==> src/rtl/shared_pkg.sv <==
// Shared definitions for the SPI single-port RAM.
//   MEM_WIDTH / MEM_DEPTH / ADDR_SIZE : default geometry of the RAM.
//   ram_cmd_e : two-bit command carried in the top bits of each SPI word.
package shared_pkg;

    localparam int MEM_WIDTH = 8;
    localparam int MEM_DEPTH = 256;
    localparam int ADDR_SIZE = 8;

    typedef enum logic [1:0] {
        WR_ADDR = 2'b00,
        WR_DATA = 2'b01,
        RD_ADDR = 2'b10,
        RD_DATA = 2'b11
    } ram_cmd_e;

endpackage

==> src/rtl/spi_ram_array.sv <==
// Storage array for spi_sp_ram: synchronous write, registered synchronous read.
// Ports:
//   clk, rst     : clock and asynchronous active-high reset (read register only)
//   we, waddr, wdata : write port; writes beyond DEPTH are dropped
//   re, raddr    : read request; rdata updates on the same edge
//   rdata        : registered read data; 0 for addresses beyond DEPTH
// Memory contents are deliberately not reset.
module spi_ram_array #(
    parameter int DEPTH = 256,
    parameter int AW    = 8,
    parameter int DW    = 8
) (
    input  logic          clk,
    input  logic          rst,
    input  logic          we,
    input  logic [AW-1:0] waddr,
    input  logic [DW-1:0] wdata,
    input  logic          re,
    input  logic [AW-1:0] raddr,
    output logic [DW-1:0] rdata
);

    logic [DW-1:0] mem [DEPTH];
    logic          w_ok;
    logic          r_ok;

    // Only a partially populated address space needs a bounds check.
    generate
        if (DEPTH < 2**AW) begin : g_part
            localparam logic [AW-1:0] LIM = AW'(DEPTH);
            assign w_ok = waddr < LIM;
            assign r_ok = raddr < LIM;
        end else begin : g_full
            assign w_ok = 1'b1;
            assign r_ok = 1'b1;
        end
    endgenerate

    always_ff @(posedge clk) begin
        if (we && w_ok)
            mem[waddr] <= wdata;
    end

    always_ff @(posedge clk or posedge rst) begin
        if (rst)
            rdata <= '0;
        else if (re)
            rdata <= r_ok ? mem[raddr] : '0;
    end

endmodule

==> src/rtl/spi_sp_ram.sv <==
// Single-port RAM fed by the SPI slave's 10-bit command/data words.
// Ports:
//   clk, rst  : clock, asynchronous active-high reset
//   din       : {command[1:0], payload[MEM_WIDTH-1:0]}
//   rx_valid  : din valid; one command accepted per cycle
//   dout      : read data back to the slave
//   tx_valid  : dout valid; held until the next non-read command
//   cmd_err   : one-cycle pulse after an out-of-sequence / out-of-range command
module spi_sp_ram
    import shared_pkg::*;
#(
    parameter int MEM_DEPTH = shared_pkg::MEM_DEPTH,
    parameter int ADDR_SIZE = shared_pkg::ADDR_SIZE,
    parameter int MEM_WIDTH = shared_pkg::MEM_WIDTH
) (
    input  logic                 clk,
    input  logic                 rst,
    input  logic [MEM_WIDTH+1:0] din,
    input  logic                 rx_valid,
    output logic [MEM_WIDTH-1:0] dout,
    output logic                 tx_valid,
    output logic                 cmd_err
);

    ram_cmd_e               cmd;
    logic [MEM_WIDTH-1:0]   payload;
    logic [ADDR_SIZE-1:0]   wr_addr;
    logic [ADDR_SIZE-1:0]   rd_addr;
    logic                   wr_addr_vld;
    logic                   rd_addr_vld;
    logic                   wr_ok;
    logic                   rd_ok;
    logic                   do_wr;
    logic                   do_rd;

    assign cmd     = ram_cmd_e'(din[MEM_WIDTH+1:MEM_WIDTH]);
    assign payload = din[MEM_WIDTH-1:0];
    assign do_wr   = rx_valid && (cmd == WR_DATA);
    assign do_rd   = rx_valid && (cmd == RD_DATA);

    generate
        if (MEM_DEPTH < 2**ADDR_SIZE) begin : g_part
            localparam logic [ADDR_SIZE-1:0] LIM = ADDR_SIZE'(MEM_DEPTH);
            assign wr_ok = wr_addr < LIM;
            assign rd_ok = rd_addr < LIM;
        end else begin : g_full
            assign wr_ok = 1'b1;
            assign rd_ok = 1'b1;
        end
    endgenerate

    always_ff @(posedge clk or posedge rst) begin
        if (rst) begin
            wr_addr     <= '0;
            rd_addr     <= '0;
            wr_addr_vld <= 1'b0;
            rd_addr_vld <= 1'b0;
            tx_valid    <= 1'b0;
            cmd_err     <= 1'b0;
        end else begin
            cmd_err <= 1'b0;
            if (rx_valid) begin
                // Any accepted command other than a data read retires tx_valid.
                tx_valid <= (cmd == RD_DATA);
                unique case (cmd)
                    WR_ADDR: begin
                        wr_addr     <= payload[ADDR_SIZE-1:0];
                        wr_addr_vld <= 1'b1;
                    end
                    WR_DATA: cmd_err <= !wr_addr_vld || !wr_ok;
                    RD_ADDR: begin
                        rd_addr     <= payload[ADDR_SIZE-1:0];
                        rd_addr_vld <= 1'b1;
                    end
                    RD_DATA: cmd_err <= !rd_addr_vld || !rd_ok;
                    default: ;
                endcase
            end
        end
    end

    // A write still lands at wr_addr even when out of sequence; the array
    // drops out-of-range addresses on its own.
    spi_ram_array #(
        .DEPTH (MEM_DEPTH),
        .AW    (ADDR_SIZE),
        .DW    (MEM_WIDTH)
    ) u_array (
        .clk   (clk),
        .rst   (rst),
        .we    (do_wr),
        .waddr (wr_addr),
        .wdata (payload),
        .re    (do_rd),
        .raddr (rd_addr),
        .rdata (dout)
    );

endmodule

==> config.mk <==
export PLATFORM = sky130hd
export DESIGN_NAME = spi_sp_ram
export DESIGN_NICKNAME = d
export VERILOG_FILES = /design/src/rtl/shared_pkg.sv /design/src/rtl/spi_ram_array.sv /design/src/rtl/spi_sp_ram.sv
export SDC_FILE = /design/constraint.sdc
export NUM_CORES = 2
export LEC_CHECK = 0
export BUFFER_PORTS_ARGS = -buffer_cell sky130_fd_sc_hd__buf_2
export CAP_MARGIN = 5
export CORE_MARGIN = 2
export CORE_UTILIZATION = 45
export CTS_BUF_LIST = sky130_fd_sc_hd__clkbuf_8
export CTS_CLUSTER_SIZE = 25
export DETAILED_ROUTE_END_ITERATION = 16
export GPL_ROUTABILITY_DRIVEN = 0
export GPL_TIMING_DRIVEN = 0
export HOLD_SLACK_MARGIN = 0.08
export SYNTH_ARGS = -nofsm -noshare
export SYNTH_HDL_FRONTEND = slang
export SYNTH_SLANG_ARGS = --single-unit
==> constraint.sdc <==
create_clock -name clk -period 4.8 [get_ports clk]
set_clock_uncertainty 0.1 [all_clocks]
set_input_delay 0.72 -clock clk [delete_from_list [all_inputs] [get_ports clk]]
set_output_delay 0.72 -clock clk [all_outputs]
set_load 0.02 [all_outputs]
== Word-level counts from Yosys, hierarchy flattened ==
Memories as Yosys holds them, arrays and structs flattened. A register that Yosys moved wholly into a read port is not among the register bits.
Cells that the tools add are included.
Word-level totals
  ROM bits: 0
  logic and storage cells: 21
  flip-flop bits (word level): 20
  memories kept: 1
  bits of input ports: 13
  latch bits: 0
  RAM bits: 2048
  output and inout port bits: 10
Memory list
  u_array.mem: depth 256, bits a word 8, read ports 1, clocked after Yosys merged registers in 1, write ports 1, RTL line spi_ram_array.sv:23  | logic [DW-1:0] mem [DEPTH];
Cells by class
  muxes and demuxes: 4
  multiply operators: 0
  reductions and logical operators: 7
  add/sub/neg operators: 0
  shift operators: 0
  equality and inequality tests: 3
  bitwise operators: 0
  divide/modulo/power cells: 0
  order comparisons: 0
Operators with widths (number)
  2-bit == test (second input constant): 2
  2-bit AND reduction: 2
  1-bit two-way mux: 3
  2-bit by 1-bit == test with 1-bit output (second input constant): 1
  1-bit logical AND: 2
  1-bit zero test: 2
  2-bit zero test: 1
  1-bit case mux with 2 select lines: 1

== Logic depth before layout (Yosys ltp) ==
  word-level depth: 4
  depth in mapped cells: 12
  mapped depth without buffers: 7

== By module ==
A second synthesis with hierarchy kept.
Unflattened totals
  cell total of the unflattened synthesis: 3981
  area total of the unflattened synthesis: 80976.4 sq um
Modules (own cells, without submodules)
  spi_ram_array: seq. area each 61699.2 sq um, area each 80209.4 sq um, times used 1, cells an instance 3933
  spi_sp_ram: seq. area each 500.5 sq um, area each 767.0 sq um, times used 1, cells an instance 48

== Least setup slack after synthesis ==
OpenSTA, ideal clock, no wires.
  path type: input port to flip-flop
  from: input port din[9]
  to: memory u_array.mem[112][0] (enable)
  data required time: 4.330 ns
  stages on the path: 6
  data arrival time: 2.275 ns
  library setup time: 0.370 ns
  buffers on the path: 3
  slack: 2.054 ns
  path through: and3b_1 clkbuf_1 clkbuf_1 nand3_1 clkbuf_1 nor2_1
On the way
  word-level cells in the longest chain between the ends: 4
Ends and longest elaborated chain
  from (decl): RTL line spi_sp_ram.sv:18  | input logic [MEM_WIDTH+1:0] din,
  2-bit by 1-bit == test with 1-bit output: RTL line spi_sp_ram.sv:38  | assign do_wr = rx_valid && (cmd == WR_DATA);
  1-bit logical AND: RTL line spi_sp_ram.sv:38
  1-bit two-way mux: RTL line spi_ram_array.sv:40  | if (we && w_ok)
  1-bit two-way mux (not written as such): RTL line spi_ram_array.sv:41  | mem[waddr] <= wdata;
  to (decl): RTL line spi_ram_array.sv:23
No other way between the ends.

==> flow_summary.json <==
{
  "synth_ff_type": "edfxtp_1",
  "pwr-share-clk": 0.342,
  "hold_viol_final": 0,
  "synthArstFlopShare": 0.01349,
  "power_density_nw_per_um2": 458.4,
  "worst_path_max_delay_cell": "clkbuf_1",
  "relSlewSlack": -0.03509,
  "dpl_cell_area_um2": 84450,
  "cp_data_arrival_time_ns": 5.89,
  "grt_setup_unrepaired": "false",
  "num_vias": 45193,
  "syn_area_um2": 80930,
  "die_y_um": 428.1,
  "synthTopCellsByCount": "edfxtp_1, mux4_2, mux2i_1",
  "tritoncts": "built",
  "grt_pass1_wl_um": 366400,
  "pwr-share-comb": 0.174,
  "yosysMostFrequentCell": "edfxtp_1",
  "tightest_slew_ns": 1.553,
  "power_leakage_nw": 29.02,
  "synth_seq_area_share": 0.7686,
  "drv_cap": 2,
  "dp_hpwl_um": 179200,
  "path_clk_slew_ns": 0.06,
  "synth_top_area_share": 0.7599,
  "die_area_um2": 183200,
  "cts_sinks": 2076,
  "whs_ns": 0.06744,
  "antenna_found_initial": 18,
  "io_buffer_count": 22,
  "final-setup-viol-count": 15,
  "synth.area.top_cells": "edfxtp_1, mux4_2, mux2i_1",
  "clockBufferDepth": 4,
  "cp-end-kind": "register",
  "cts_buffers": 347,
  "dr.pass1.iters": 8,
  "start_kind": "register",
  "netSwitchingFraction": 0.2932,
  "yosysTopAreaCell": "edfxtp_1",
  "fin_crit_ns": 4.999,
  "hp-class": "input port to register",
  "p_switching_mw": 12.17,
  "num_rows": 155,
  "clock_latency_ns": 1.07,
  "worstSetupPathType": "register to register",
  "fin_ws_ns": -0.1990,
  "synth.avg_cell_area_um2": 20.30,
  "slowest_delay_ns": 0.84,
  "grtUsageTotal": 0.2967,
  "routed_via_density": 6.475,
  "setup-tns-final_ns": -1.981,
  "start_util": 0.4531,
  "htreeDepth": 5,
  "drcViolationCount": 0,
  "ys_ff_latch": 2076,
  "crit_fanout": 10,
  "gr-total-overflow": 0,
  "fill_cells": 14331,
  "design_area_um2": 90540,
  "initialDrtViolationCount": 8076,
  "drt_wl_total_um": 275100,
  "core_um2": 178600,
  "nets": 4393,
  "root_buffer": "clkbuf_8",
  "slew_viol_final": 22,
  "ios": 23,
  "postSynthCellCount": 3986,
  "synth_edf_count": 2048,
  "yosysUniqueCellTypes": 62,
  "maxClockFrequency_mhz": 200.0,
  "drive_above_1_share": 0.2156,
  "yosysWarnings": 0,
  "period_share": 1.041,
  "syn_nets": 3999,
  "path_cells": "buf_2 > buf_2 > nor2_1 > clkbuf_1 > clkbuf_1 > a22oi_1 > a21oi_1 > nand3_1 > o211ai_1",
  "drtAntennaViolNets": 0,
  "grt_pass1_vias": 43042,
  "syn2layout_area_growth_pct": 11.89,
  "crit_required_ns": 5.69,
  "ir_drop_v": 0.0003388,
  "grt_max_degree": 147,
  "die_x_um": 428.1,
  "status": "finished, violations left",
  "p_int_mw": 29.34,
  "cts_setup_buffers": 0,
  "wl_per_cell_um": 39.42,
  "pwr-share-seq": 0.484,
  "failed_checks": "max-capacitance violations, max-slew violations, negative setup slack"
}
[critical path: cells and delay by family, from the launching register on]
kind	cells	cell delay (ns)
buffers and inverters	4	2.09
DFF	1	0.54
AOI/OAI and AO/OA	3	0.95
and+or+nand+nor	2	1.17
[repair_timing]
action	4_1_cts	5_1_grt
gates resized for setup	4	1
cloned	0	0
setup endpoints to repair	5	1
hold buffers	5	1
hold endpoints to repair	226	6
[layer usage]
| layer | track usage | up-vias | routed length (um) |
|---|---|---|---|
| met1 | 0.4087 | 23723 | 104700 |
| met4 | 0.1479 | 2 | 15720 |
| met5 | 0 | - | 14 |
| met2 | 0.4364 | 3368 | 121200 |
| met3 | 0.08184 | 698 | 33430 |
| li1 | - | 17402 | - |
[path summary, 6_finish.rpt]
| path | start | end | slack (ns) | depth (start not counted) |
|---|---|---|---|---|
| max in group asynchronous | rst | wr_addr[0] | 3.57 | 5 |
| hold / removal | din[5] | u_array.mem[154][5] | 0.07 | 1 |
| min in group asynchronous | rst | u_array.rdata[7] | 0.58 | 4 |
| setup reg to reg | rd_addr[4] | u_array.rdata[2] | -0.20 | 9 |
| setup / recovery | rd_addr[4] | u_array.rdata[2] | -0.20 | 9 |
| hold reg to reg | wr_addr_vld | wr_addr_vld | 0.39 | 1 |
[final cells by class]
cell class | instances | area (um2) | share of cell area
buffer | 250 | 1655 | 0.01828
clock inverter | 233 | 1084 | 0.01197
inverter | 6 | 22.52 | 0.0002487
tap | 2355 | 2947 | 0.03254
antenna | 5 | 12.51 | 0.0001382
timing repair buffer | 46 | 625.6 | 0.006909
sequential | 2076 | 62200 | 0.6870
multi-input combinational | 1653 | 17100 | 0.1888
clock buffer | 356 | 4900 | 0.05411
[logic make-up (layout without fill, tap and decap cells)]
| group | count (synthesis) | count (layout) | share of synthesized area |
|---|---|---|---|
| other | 0 | 5 | 0 |
| flip-flops | 2076 | 2076 | 0.7686 |
| buffers and inverters | 257 | 891 | 0.02042 |
| AND/OR/NAND/NOR | 494 | 494 | 0.02624 |
| AO/OA/AOI/OAI | 444 | 444 | 0.03905 |
| multiplexers | 715 | 715 | 0.1457 |
[registers in the layout, indices dropped and copies added (netlist names)]
register	flops
rd_addr_vld	1
tx_valid	1
u_array.rdata	8
wr_addr_vld	1
u_array.mem	2048
rd_addr	8
wr_addr	8
cmd_err	1
[cells in the final DEF, fill, tap and decap left out, types with 11 or more instances in the layout]
| master | synthesis | routed |
|---|---|---|
| buf_4 | 26 | 27 |
| a22oi_1 | 58 | 58 |
| edfxtp_1 | 2048 | 2048 |
| a21oi_1 | 41 | 41 |
| clkinv_2 | 0 | 27 |
| buf_8 | 15 | 25 |
| nand3_1 | 39 | 39 |
| mux2i_1 | 328 | 328 |
| buf_6 | 28 | 28 |
| nor3_1 | 19 | 19 |
| a211oi_1 | 50 | 50 |
| clkinv_1 | 0 | 67 |
| inv_1 | 6 | 135 |
| buf_1 | 15 | 12 |
| mux4_2 | 359 | 359 |
| nor2_1 | 288 | 284 |
| o221ai_1 | 44 | 44 |
| mux2_2 | 21 | 21 |
| clkbuf_8 | 0 | 356 |
| nor4_1 | 12 | 11 |
| o21ai_0 | 35 | 35 |
| buf_2 | 64 | 82 |
| buf_16 | 0 | 11 |
| a2111oi_0 | 14 | 11 |
| nand4_1 | 11 | 11 |
| dfrtp_1 | 28 | 28 |
| nand2_1 | 78 | 78 |
| clkbuf_1 | 94 | 75 |
| o22ai_1 | 122 | 122 |
| clkbuf_2 | 1 | 20 |
[per-stage QoR]
step | power [mW] | cells | setup slack (ns) | util
after floorplan | 23.97 | 3986 | 2.054 | -
after global placement | 27.46 | 6363 | -0.7609 | 0.4702
after detailed placement | 27.47 | 6380 | -0.3838 | 0.4728
after CTS | 41.33 | 6973 | 0.05980 | 0.5066
after global routing | 42.25 | 6977 | 0.05854 | 0.5069
final | 41.51 | 6980 | -0.1990 | 0.5069
[power by group through the flow]
stage	sequential (mW)	combinational (mW)	clock [mW]
6_report	20.1	7.23	14.2
3_3_place_gp	20.5	6.92	0
3_5_place_dp	20.5	7.00	0
2_1_floorplan	20.4	3.52	0
5_1_grt	20.1	7.21	15.0
4_1_cts	20.1	7.01	14.2
(Power assumes the default switching activity.)
